[src/rtl/subband_ram_pkg.sv]
// Shared constants for the subband RAM scheduler: channel indices, subband bases, widths.
// Also holds the round-robin index step used by the read arbiter.
package subband_ram_pkg;

    localparam int ADDR_W_DEF = 12;
    localparam int DATA_W_DEF = 16;

    localparam int CH_LL = 0;
    localparam int CH_HL = 1;
    localparam int CH_LH = 2;

    localparam logic [11:0] LL_BASE_DEF = 12'd0;
    localparam logic [11:0] HL_BASE_DEF = 12'd32;
    localparam logic [11:0] LH_BASE_DEF = 12'd2048;

    function automatic logic [1:0] rr_next(input logic [1:0] idx);
        return (idx == 2'd2) ? 2'd0 : idx + 2'd1;
    endfunction

endpackage

[src/rtl/subband_ram_scheduler_rr.sv]
// Three-way round-robin arbiter; grant is combinational from req when enabled.
// The pointer moves past the winner only on an actual grant, so a blocked cycle keeps fairness.
module rr_arbiter3
    import subband_ram_pkg::*;
(
    input  logic       clk,
    input  logic       rst,
    input  logic [2:0] req_i,
    input  logic       en_i,
    output logic [2:0] gnt_o
);

    logic [1:0] ptr_q;
    logic [1:0] ptr_d;
    logic [1:0] idx;
    logic [1:0] win;
    logic       found;

    always_comb begin
        gnt_o = '0;
        ptr_d = ptr_q;
        win   = ptr_q;
        found = 1'b0;
        idx   = ptr_q;
        for (int i = 0; i < 3; i++) begin
            if (!found && req_i[idx]) begin
                found = 1'b1;
                win   = idx;
            end
            idx = rr_next(idx);
        end
        if (en_i && found) begin
            gnt_o[win] = 1'b1;
            ptr_d      = rr_next(win);
        end
    end

    always_ff @(posedge clk) begin
        if (rst) begin
            ptr_q <= '0;
        end else begin
            ptr_q <= ptr_d;
        end
    end

endmodule

[src/rtl/subband_ram_scheduler.sv]
// Shares one single-port subband RAM between the wavelet writer and LL/HL/LH readers.
// Grants are same-cycle; read data returns one cycle later with a one-hot valid strobe.
module subband_ram_scheduler
    import subband_ram_pkg::*;
#(
    parameter int                ADDR_W       = ADDR_W_DEF,
    parameter int                DATA_W       = DATA_W_DEF,
    parameter logic [ADDR_W-1:0] LL_BASE      = LL_BASE_DEF,
    parameter logic [ADDR_W-1:0] HL_BASE      = HL_BASE_DEF,
    parameter logic [ADDR_W-1:0] LH_BASE      = LH_BASE_DEF,
    parameter int                STARVE_LIMIT = 8
) (
    input  logic              clk,
    input  logic              rst,
    input  logic              wr_req,
    input  logic [ADDR_W-1:0] wr_addr,
    input  logic [DATA_W-1:0] wr_data,
    output logic              wr_gnt,
    input  logic [2:0]        rd_req,
    input  logic [ADDR_W-1:0] rd_offset_ll,
    input  logic [ADDR_W-1:0] rd_offset_hl,
    input  logic [ADDR_W-1:0] rd_offset_lh,
    output logic [2:0]        rd_gnt,
    output logic [2:0]        rd_valid,
    output logic [DATA_W-1:0] rd_data,
    output logic [ADDR_W-1:0] ram_address,
    output logic [DATA_W-1:0] ram_data,
    output logic              ram_wren,
    input  logic [DATA_W-1:0] ram_q
);

    localparam int              CNT_W   = $clog2(STARVE_LIMIT + 1);
    localparam logic [CNT_W-1:0] CNT_MAX = CNT_W'(STARVE_LIMIT);

    logic [CNT_W-1:0]  starve_cnt_q;
    logic [CNT_W-1:0]  starve_cnt_d;
    logic [ADDR_W-1:0] addr_q;
    logic [ADDR_W-1:0] rd_addr;
    logic [2:0]        rd_valid_q;
    logic              rd_any;
    logic              force_read;
    logic              arb_en;

    assign rd_any     = |rd_req;
    assign force_read = (starve_cnt_q == CNT_MAX) && rd_any;
    assign wr_gnt     = wr_req && !force_read && !rst;
    assign arb_en     = !wr_gnt && !rst;

    rr_arbiter3 u_arb (
        .clk   (clk),
        .rst   (rst),
        .req_i (rd_req),
        .en_i  (arb_en),
        .gnt_o (rd_gnt)
    );

    // Subband address wraps modulo the RAM size by plain truncation.
    always_comb begin
        rd_addr = '0;
        if (rd_gnt[CH_LL]) rd_addr = LL_BASE + rd_offset_ll;
        if (rd_gnt[CH_HL]) rd_addr = HL_BASE + rd_offset_hl;
        if (rd_gnt[CH_LH]) rd_addr = LH_BASE + rd_offset_lh;
    end

    always_comb begin
        if (wr_gnt) begin
            ram_address = wr_addr;
        end else if (|rd_gnt) begin
            ram_address = rd_addr;
        end else begin
            ram_address = addr_q;
        end
    end

    always_comb begin
        starve_cnt_d = starve_cnt_q;
        if ((|rd_gnt) || !rd_any) begin
            starve_cnt_d = '0;
        end else if (wr_gnt && (starve_cnt_q != CNT_MAX)) begin
            starve_cnt_d = starve_cnt_q + 1'b1;
        end
    end

    always_ff @(posedge clk) begin
        if (rst) begin
            starve_cnt_q <= '0;
            addr_q       <= '0;
            rd_valid_q   <= '0;
        end else begin
            starve_cnt_q <= starve_cnt_d;
            addr_q       <= ram_address;
            rd_valid_q   <= rd_gnt;
        end
    end

    // Masking with rst drops a return already in flight when reset lands.
    assign rd_valid = rd_valid_q & {3{~rst}};
    assign rd_data  = ram_q;
    assign ram_data = wr_data;
    assign ram_wren = wr_gnt;

endmodule

[config.mk]
export PLATFORM = sky130hd
export DESIGN_NAME = subband_ram_scheduler
export DESIGN_NICKNAME = d
export VERILOG_FILES = /design/src/rtl/subband_ram_pkg.sv /design/src/rtl/subband_ram_scheduler_rr.sv /design/src/rtl/subband_ram_scheduler.sv
export SDC_FILE = /design/constraint.sdc
export NUM_CORES = 1
export LEC_CHECK = 0
export ABC_AREA = 1
export BUFFER_PORTS_ARGS = -buffer_cell sky130_fd_sc_hd__buf_2
export CAP_MARGIN = 30
export CORE_UTILIZATION = 43
export CTS_BUF_LIST = sky130_fd_sc_hd__clkbuf_8
export DETAILED_ROUTE_END_ITERATION = 6
export MAX_ROUTING_LAYER = met4
export PLACE_DENSITY = 0.93
export SLEW_MARGIN = 20
export SYNTH_ARGS = -nofsm -noshare
export SYNTH_HDL_FRONTEND = slang
export SYNTH_SLANG_ARGS = --single-unit
[constraint.sdc]
create_clock -name clk -period 2.85 [get_ports clk]
set_input_delay 0.57 -clock clk [delete_from_list [all_inputs] [get_ports clk]]
set_output_delay 0.57 -clock clk [all_outputs]
set_load 0.005 [all_outputs]
==> results of run 1 <==
power groups by stage:
stage          clock, uW  sequential [uW]  combinational, uW
4_1_cts              201              340                485
2_1_floorplan          0              339                366
6_report             199              342                541
3_3_place_gp           0              345                464
5_1_grt              213              344                597
3_5_place_dp           0              346                477
worst min-delay path, stage by stage, from the launching register on:
cell	delay, ns
dfxtp_1	0.33
nand2_1	0.07
a21oi_1	0.05
synthesized netlist by cell type (all sizes together):
master | n | area (um^2)
nand2 | 58 | 245
o21a | 1 | 7.51
a21oi | 16 | 80.1
nand3 | 23 | 138
clkbuf | 3 | 11.3
inv | 48 | 185
buf | 43 | 309
nor2 | 41 | 184
or2 | 1 | 6.26
ha | 3 | 37.5
xor2 | 7 | 61.3
xnor2 | 1 | 8.76
dfxtp | 21 | 420
nand4 | 36 | 225
nor3 | 3 | 15.0
nor4 | 1 | 6.26
metal layers:
layer / up-vias / GRT usage [%] / part of all wire [%]
met2: 90 / 36.4 / 50
met4: 0 / 12.0 / 3.7
met1: 1000 / 23.6 / 40
met3: 24 / 3.05 / 6.1
met5: - / - / 0
li1: 1044 / - / -
how the worst max path moves through the flow:
stage,start,to,slack (ns),cells after the start
2_1_floorplan,rd_req[0],ram_address[10],0.53,14
5_1_grt,u_arb.ptr_q[1],ram_address[7],-0.04,14
3_5_place_dp,rd_req[2],ram_address[11],0.1,15
4_1_cts,u_arb.ptr_q[1],ram_address[7],0.05,14
6_report,u_arb.ptr_q[1],ram_address[7],0.08,14
3_3_place_gp,rd_req[1],ram_address[7],0.12,14
what timing repair did:
item / CTS / global route
hold endpoints to repair: 0 / 0
setup endpoints to repair: 12 / 12
pin swaps: 1 / 6
setup buffers: 3 / 5
gates resized for setup: 3 / 21
sequential cells by signal, indices dropped and copies added (netlist names):
register,flops
addr_q,12
u_arb.ptr_q,2
rd_valid_q,3
starve_cnt_q,4
logic make-up after synthesis:
family,count (synthesis),share of synthesized area (%)
xor gates and xnor gates,8,3.61
buffers and inverters,94,26.0
adders and majority gates,3,1.93
DFF,21,21.7
and+or+nand+nor,163,42.2
AOI/OAI and AO/OA,17,4.51
per-stage QoR:
step / instance area [um^2] / power (uW) / setup WS [ns]
floorplan: 1940 / 705 / 0.525
global placement: 2120 / 809 / 0.123
detailed placement: 2120 / 824 / 0.0980
CTS: 2190 / 1030 / 0.0523
global route: 2310 / 1150 / -0.0428
finish: 2310 / 1080 / 0.0787
layout make-up:
type | count | share of cell area, %
Clock buffer | 3 | 1.79
Clock inverter | 1 | 0.217
Inverter | 48 | 8.36
Multi-Input combinational cell | 191 | 46.2
Sequential cell | 21 | 18.6
Tap cell | 52 | 2.82
Timing Repair Buffer | 90 | 22.0
==> results.json, run 1 <==
{
  "rows": 24,
  "yosys_warnings": 0,
  "clk_latency_ns": 0.26,
  "hold_path.class": "reg2reg",
  "fmax_mhz": 361,
  "cp_max_fo": 10,
  "die-width_um": 69.2,
  "status": "complete, no violations",
  "slowest_delay_ns": 0.40,
  "critPathBufInv": 4,
  "power.internal_uw": 636,
  "clkSinkCount": 21,
  "hold_depth": 2,
  "cts-root-buf": "clkbuf_8",
  "htree_num_levels": 1,
  "grt_overflow": 0,
  "grt_first_pass_wirelength_mm": 8.29,
  "port_buffers": 73,
  "ant_nets": 0,
  "via_per_inst": 5.32,
  "power.density_nw_per_um2": 469,
  "antenna_found_initial": 0,
  "ff_latch_area_um2": 428,
  "crit_slowest_cell": "dfxtp_4",
  "critPathKind": "reg2out",
  "crit_path_start_kind": "flop",
  "reg2reg_depth": 13,
  "net-switching-power_uw": 446,
  "syn-cell-area_um2": 1940,
  "area_growth_pct": 18.8,
  "end_kind": "primary output",
  "whs_ns": 0.493,
  "die-height_um": 69.2,
  "grt_max_degree": 18,
  "final_common_cell": "buf_2",
  "worstPathArrival_ns": 2.20,
  "synth.distinct_cells": 27,
  "final_cell_mix": "buf_2 (73), nand2_1 (49), inv_1 (43)",
  "wl_mm": 5.25,
  "cts_buffers": 3,
  "hold_violations": 0,
  "syn_area_per_cell_um2": 6.34,
  "tns_ns": 0,
  "min_to": "starve_cnt_q[1]",
  "cts_tree": "done",
  "power_frac_seq_pct": 31.6,
  "syn_inst": 306,
  "crit_required_ns": 2.28,
  "globalplace.congestion": 0.834,
  "crit_family": "simple AND/OR/NAND/NOR gates",
  "grt.total_usage_pct": 21.2,
  "postCtsHoldBufs": 0,
  "initial_core_util_pct": 44.6,
  "place_inst": 394,
  "wl_per_cell_um": 12.9,
  "die_area_um2": 4790,
  "p_sw_share_pct": 41.2,
  "setup_viol": 0,
  "yosys_register_bits": 21,
  "diodes": 0,
  "r2r-end": "addr_q[7]",
  "rrSetupSlack_ns": 0.92,
  "nNetsFinal": 444,
  "layout-drive-gt1-share_pct": 35.3,
  "multi_input_area_um2": 1070,
  "drc": 0,
  "hold_start": "starve_cnt_q[1]",
  "p_comb_share_pct": 50.0,
  "core_area_um2": 4350,
  "clockPowerShare_pct": 18.4,
  "clk_path_buf_depth": 2,
  "rr_startpoint": "u_arb.ptr_q[1]",
  "firstDrtPassIters": 6,
  "maxCapViolCount": 0,
  "fin_util_pct": 53.0,
  "ys_seq_area_share_pct": 21.7,
  "finalMaxSlewViolations": 0,
  "slew_headroom_pct": 79.2,
  "cp_cell_sequence": "buf_6, nand2_1, nand2_1, a21oi_2, nand3_2, nand3_2, nand2_4, buf_4, o21a_1, nand2_1, nand2_1, nand2_1, inv_1, buf_2",
  "p_leak_uw": 0.00122,
  "post-dp-hpwl_mm": 3.85,
  "period_needed_ns": 2.77,
  "syn_nets": 395,
  "clock_skew_ns": 0.00143,
  "instances_no_fill": 406,
  "finalCritPeriodShare_pct": 97.2,
  "vias": 2158,
  "drt_iter0_drc": 141,
  "grt_pass1_vias": 2024,
  "fillCellCount": 428,
  "cts.reportedPaths.clkPinSlew_ns": 0.08,
  "pin_count": 138,
  "crit_path_frequent_cell": "nand2_1",
  "ir_worst_vdd_mv": 0.226,
  "tightest_slew_ns": 0.309
}
No activity file was read; power rests on OpenSTA's default activity.
==> run 2: changes to the inputs <==
--- a/config.mk
+++ b/config.mk
@@ -12,8 +12,9 @@
 export CTS_BUF_LIST = sky130_fd_sc_hd__clkbuf_8
 export DETAILED_ROUTE_END_ITERATION = 6
 export MAX_ROUTING_LAYER = met4
-export PLACE_DENSITY = 0.93
+export PLACE_DENSITY = 0.92
 export SLEW_MARGIN = 20
 export SYNTH_ARGS = -nofsm -noshare
 export SYNTH_HDL_FRONTEND = slang
+export SYNTH_HIERARCHICAL = 1
 export SYNTH_SLANG_ARGS = --single-unit
==> run 2 against run 1 <==
Effect of this change: the flow now finishes with violations (design-rule violations, negative setup slack); setup slack worse by 0.38 ns; sequential share of layout area is 4.6 points lower; core utilization grew 17 points; clock skew up 0.0047 ns; routed wire length rose by 69%; clock-buffer cell count is the same; register-to-register slack worse by 1.1 ns; sequential power is 2% higher; global-route usage increased by 9.1 points; synthesized cell count is 3.9% higher; via count increased by 29%; largest power group unchanged.
==> results.json, run 2 <==
{
  "crit_slowest_cell": "dfxtp_4",
  "clockPowerShare_pct": 13.5,
  "crit_path_frequent_cell": "buf_6",
  "crit_family": "simple AND/OR/NAND/NOR gates",
  "slowest_delay_ns": 0.46,
  "vias": 2783,
  "ir_worst_vdd_mv": 0.392,
  "yosys_warnings": 6,
  "core_area_um2": 4440,
  "synth.distinct_cells": 29,
  "slew_headroom_pct": 80.7,
  "largest_register": "addr_q",
  "die_area_um2": 4970,
  "rsz0062_at_grt": "yes",
  "grt_overflow": 0,
  "rr_startpoint": "u_arb/ptr_q[1]",
  "fin_ws_ns": -0.300,
  "cts_tree": "done",
  "critPathKind": "reg2out",
  "synth_edf_count": 0,
  "maxCapViolCount": 0,
  "net-switching-power_uw": 649,
  "cts.reportedPaths.clkPinSlew_ns": 0.09,
  "synthFlopType": "dfxtp_1",
  "nNetsFinal": 522,
  "hold_path.class": "reg2reg",
  "whs_ns": 0.520,
  "crit_path_start_kind": "flop",
  "initial_core_util_pct": 45.4,
  "syn_area_per_cell_um2": 6.34,
  "final_cell_mix": "nand2_1 (85), buf_2 (70), buf_4 (69)",
  "yosys_register_bits": 21,
  "crit_required_ns": 2.28,
  "tightest_slew_ns": 0.288,
  "layout-drive-gt1-share_pct": 58.6,
  "cts_buffers": 3,
  "fmax_mhz": 317,
  "htree_num_levels": 1,
  "cp_max_fo": 7,
  "p_sw_share_pct": 41.6,
  "pin_count": 138,
  "post-dp-hpwl_mm": 4.12,
  "area_growth_pct": 54.2,
  "cp_cell_sequence": "inv_12, nand2_4, nor2_4, nor2_4, buf_6, nand3_4, buf_6, nand3_4, inv_6, inv_6, buf_6, nor2_2, nor2_1, nand2_1, o21ai_1, nand2_1, nand2_2, nand2_2, buf_2",
  "final_common_cell": "nand2_1",
  "failed_checks": "design-rule violations, negative setup slack",
  "period_needed_ns": 3.15,
  "port_buffers": 73,
  "ant_nets": 0,
  "hold_violations": 0,
  "end_kind": "primary output",
  "drc": 21,
  "finalMaxSlewViolations": 0,
  "synth_most_common_cell": "nand2_1",
  "grt_max_degree": 22,
  "setup_viol": 15,
  "drt_iter0_drc": 402,
  "reg_top3": "addr_q x12, starve_cnt_q x4, rd_valid_q x3",
  "cts-root-buf": "clkbuf_8",
  "fillCellCount": 310,
  "synth_top_area_share_pct": 20.8,
  "wl_mm": 8.87,
  "yosys.area.top_type": "dfxtp_1",
  "syn_nets": 407,
  "critPathBufInv": 7,
  "crit_start": "u_arb/ptr_q[1]",
  "syn-cell-area_um2": 2020,
  "rows": 24,
  "p_comb_share_pct": 64.1,
  "clock_skew_ns": 0.00609,
  "syn_inst": 318,
  "die-height_um": 70.5,
  "antenna_found_initial": 0,
  "hold_start": "starve_cnt_q[1]",
  "clk_path_buf_depth": 2,
  "largest_reg_flops": 12,
  "p_leak_uw": 0.00164,
  "wl_per_cell_um": 18.3,
  "via_per_inst": 5.75,
  "grt.total_usage_pct": 30.3,
  "power.internal_uw": 910,
  "power_frac_seq_pct": 22.4,
  "grt_pass1_vias": 2547,
  "synth_common_cells": "nand2_1 (106), buf_4 (35), inv_1 (27)",
  "worstPathArrival_ns": 2.58,
  "firstDrtPassIters": 7,
  "synthTopCellsByArea": "dfxtp_1 (21%), nand2_1 (20%), buf_4 (13%)",
  "power_uw": 1560,
  "ys_seq_area_share_pct": 20.8,
  "power.density_nw_per_um2": 501,
  "tns_ns": -3.18,
  "finalCritPeriodShare_pct": 111,
  "die-width_um": 70.5,
  "globalplace.congestion": 0.909,
  "status": "finished, violations left",
  "postCtsHoldBufs": 0,
  "grt_first_pass_wirelength_mm": 11.7,
  "clk_latency_ns": 0.27,
  "clkSinkCount": 21,
  "fin_util_pct": 70.0,
  "diodes": 0,
  "async_flop_share_pct": 0
}
## run 2: cell types whose count changed after synthesis, moves of 5 or more
cell     before  now
o21ai_0       0   11
buf_2         7    2
a21oi_1      16   25
nand3_1      20   10
nor2_1       35   20
nand4_1      36    3
xor2_1        7    0
nand2_1      51  106
nand3_2       2   12
inv_1        43   27
## run 2: power groups by stage
stage | sequential (uW) | combinational, uW | clock [uW]
after floorplan | 340 | 385 | 0
after global placement | 343 | 537 | 0
after detailed placement | 345 | 552 | 0
after CTS | 339 | 754 | 196
after global routing | 350 | 1050 | 222
final | 349 | 999 | 211
## run 2: what timing repair did
| item | 4_1_cts | 5_1_grt |
|---|---|---|
| hold endpoints to repair | 0 | 0 |
| endpoints found under the setup margin | 12 | 17 |
| pin swaps | 15 | 35 |
| setup buffers | 48 | 14 |
| cloned | 1 | 0 |
| gates resized for setup | 40 | 74 |
## run 2: worst paths after layout
path / endpoint / slack (ns) / cells past startpoint
worst max-delay path: ram_address[5] / -0.30 / 19
worst min register to register: starve_cnt_q[1] / 0.52 / 2
worst min-delay path: starve_cnt_q[1] / 0.52 / 2
worst max register to register: addr_q[11] / -0.22 / 23
## run 2: cell families after synthesis
kind of cell,Yosys count,share of synthesized area [%]
flops,21,20.8
simple gates,174,42.2
buf+inv,78,23.9
fa+ha+maj,3,1.86
compound gates,42,11.1
## run 2: per-stage QoR
| step | setup slack, ns | instances | cell area [um^2] |
|---|---|---|---|
| 3_3_place_gp | -0.0574 | 425 | 2310 |
| 5_1_grt | -0.381 | 484 | 3110 |
| 4_1_cts | -0.0552 | 478 | 2810 |
| 3_5_place_dp | -0.178 | 425 | 2310 |
| 6_report | -0.300 | 484 | 3110 |
| 2_1_floorplan | 0.195 | 318 | 2020 |
## run 2: final cells by class
| cell class | count | area (um^2) | area share (%) |
|---|---|---|---|
| Multi-Input combinational cell | 219 | 1360 | 43.8 |
| Timing Repair Buffer | 154 | 1040 | 33.3 |
| Sequential cell | 21 | 433 | 13.9 |
| Inverter | 34 | 169 | 5.43 |
| Tap cell | 52 | 65.1 | 2.09 |
| Clock buffer | 3 | 41.3 | 1.33 |
| Clock inverter | 1 | 3.75 | 0.121 |
## run 2: tightest hold or removal path: cells and delay by family, from the launching register on
family,cells,cell delay [ns]
flip-flops,1,0.34
buffers and inverters,1,0.08
AO/OA/AOI/OAI,1,0.07
## run 2: routing by layer
metal | track usage, % | part of all wire (%)
met1 | 33.3 | 35
met2 | 49.0 | 45
met3 | 6.49 | 12
met4 | 20.6 | 8.0
met5 | - | 0
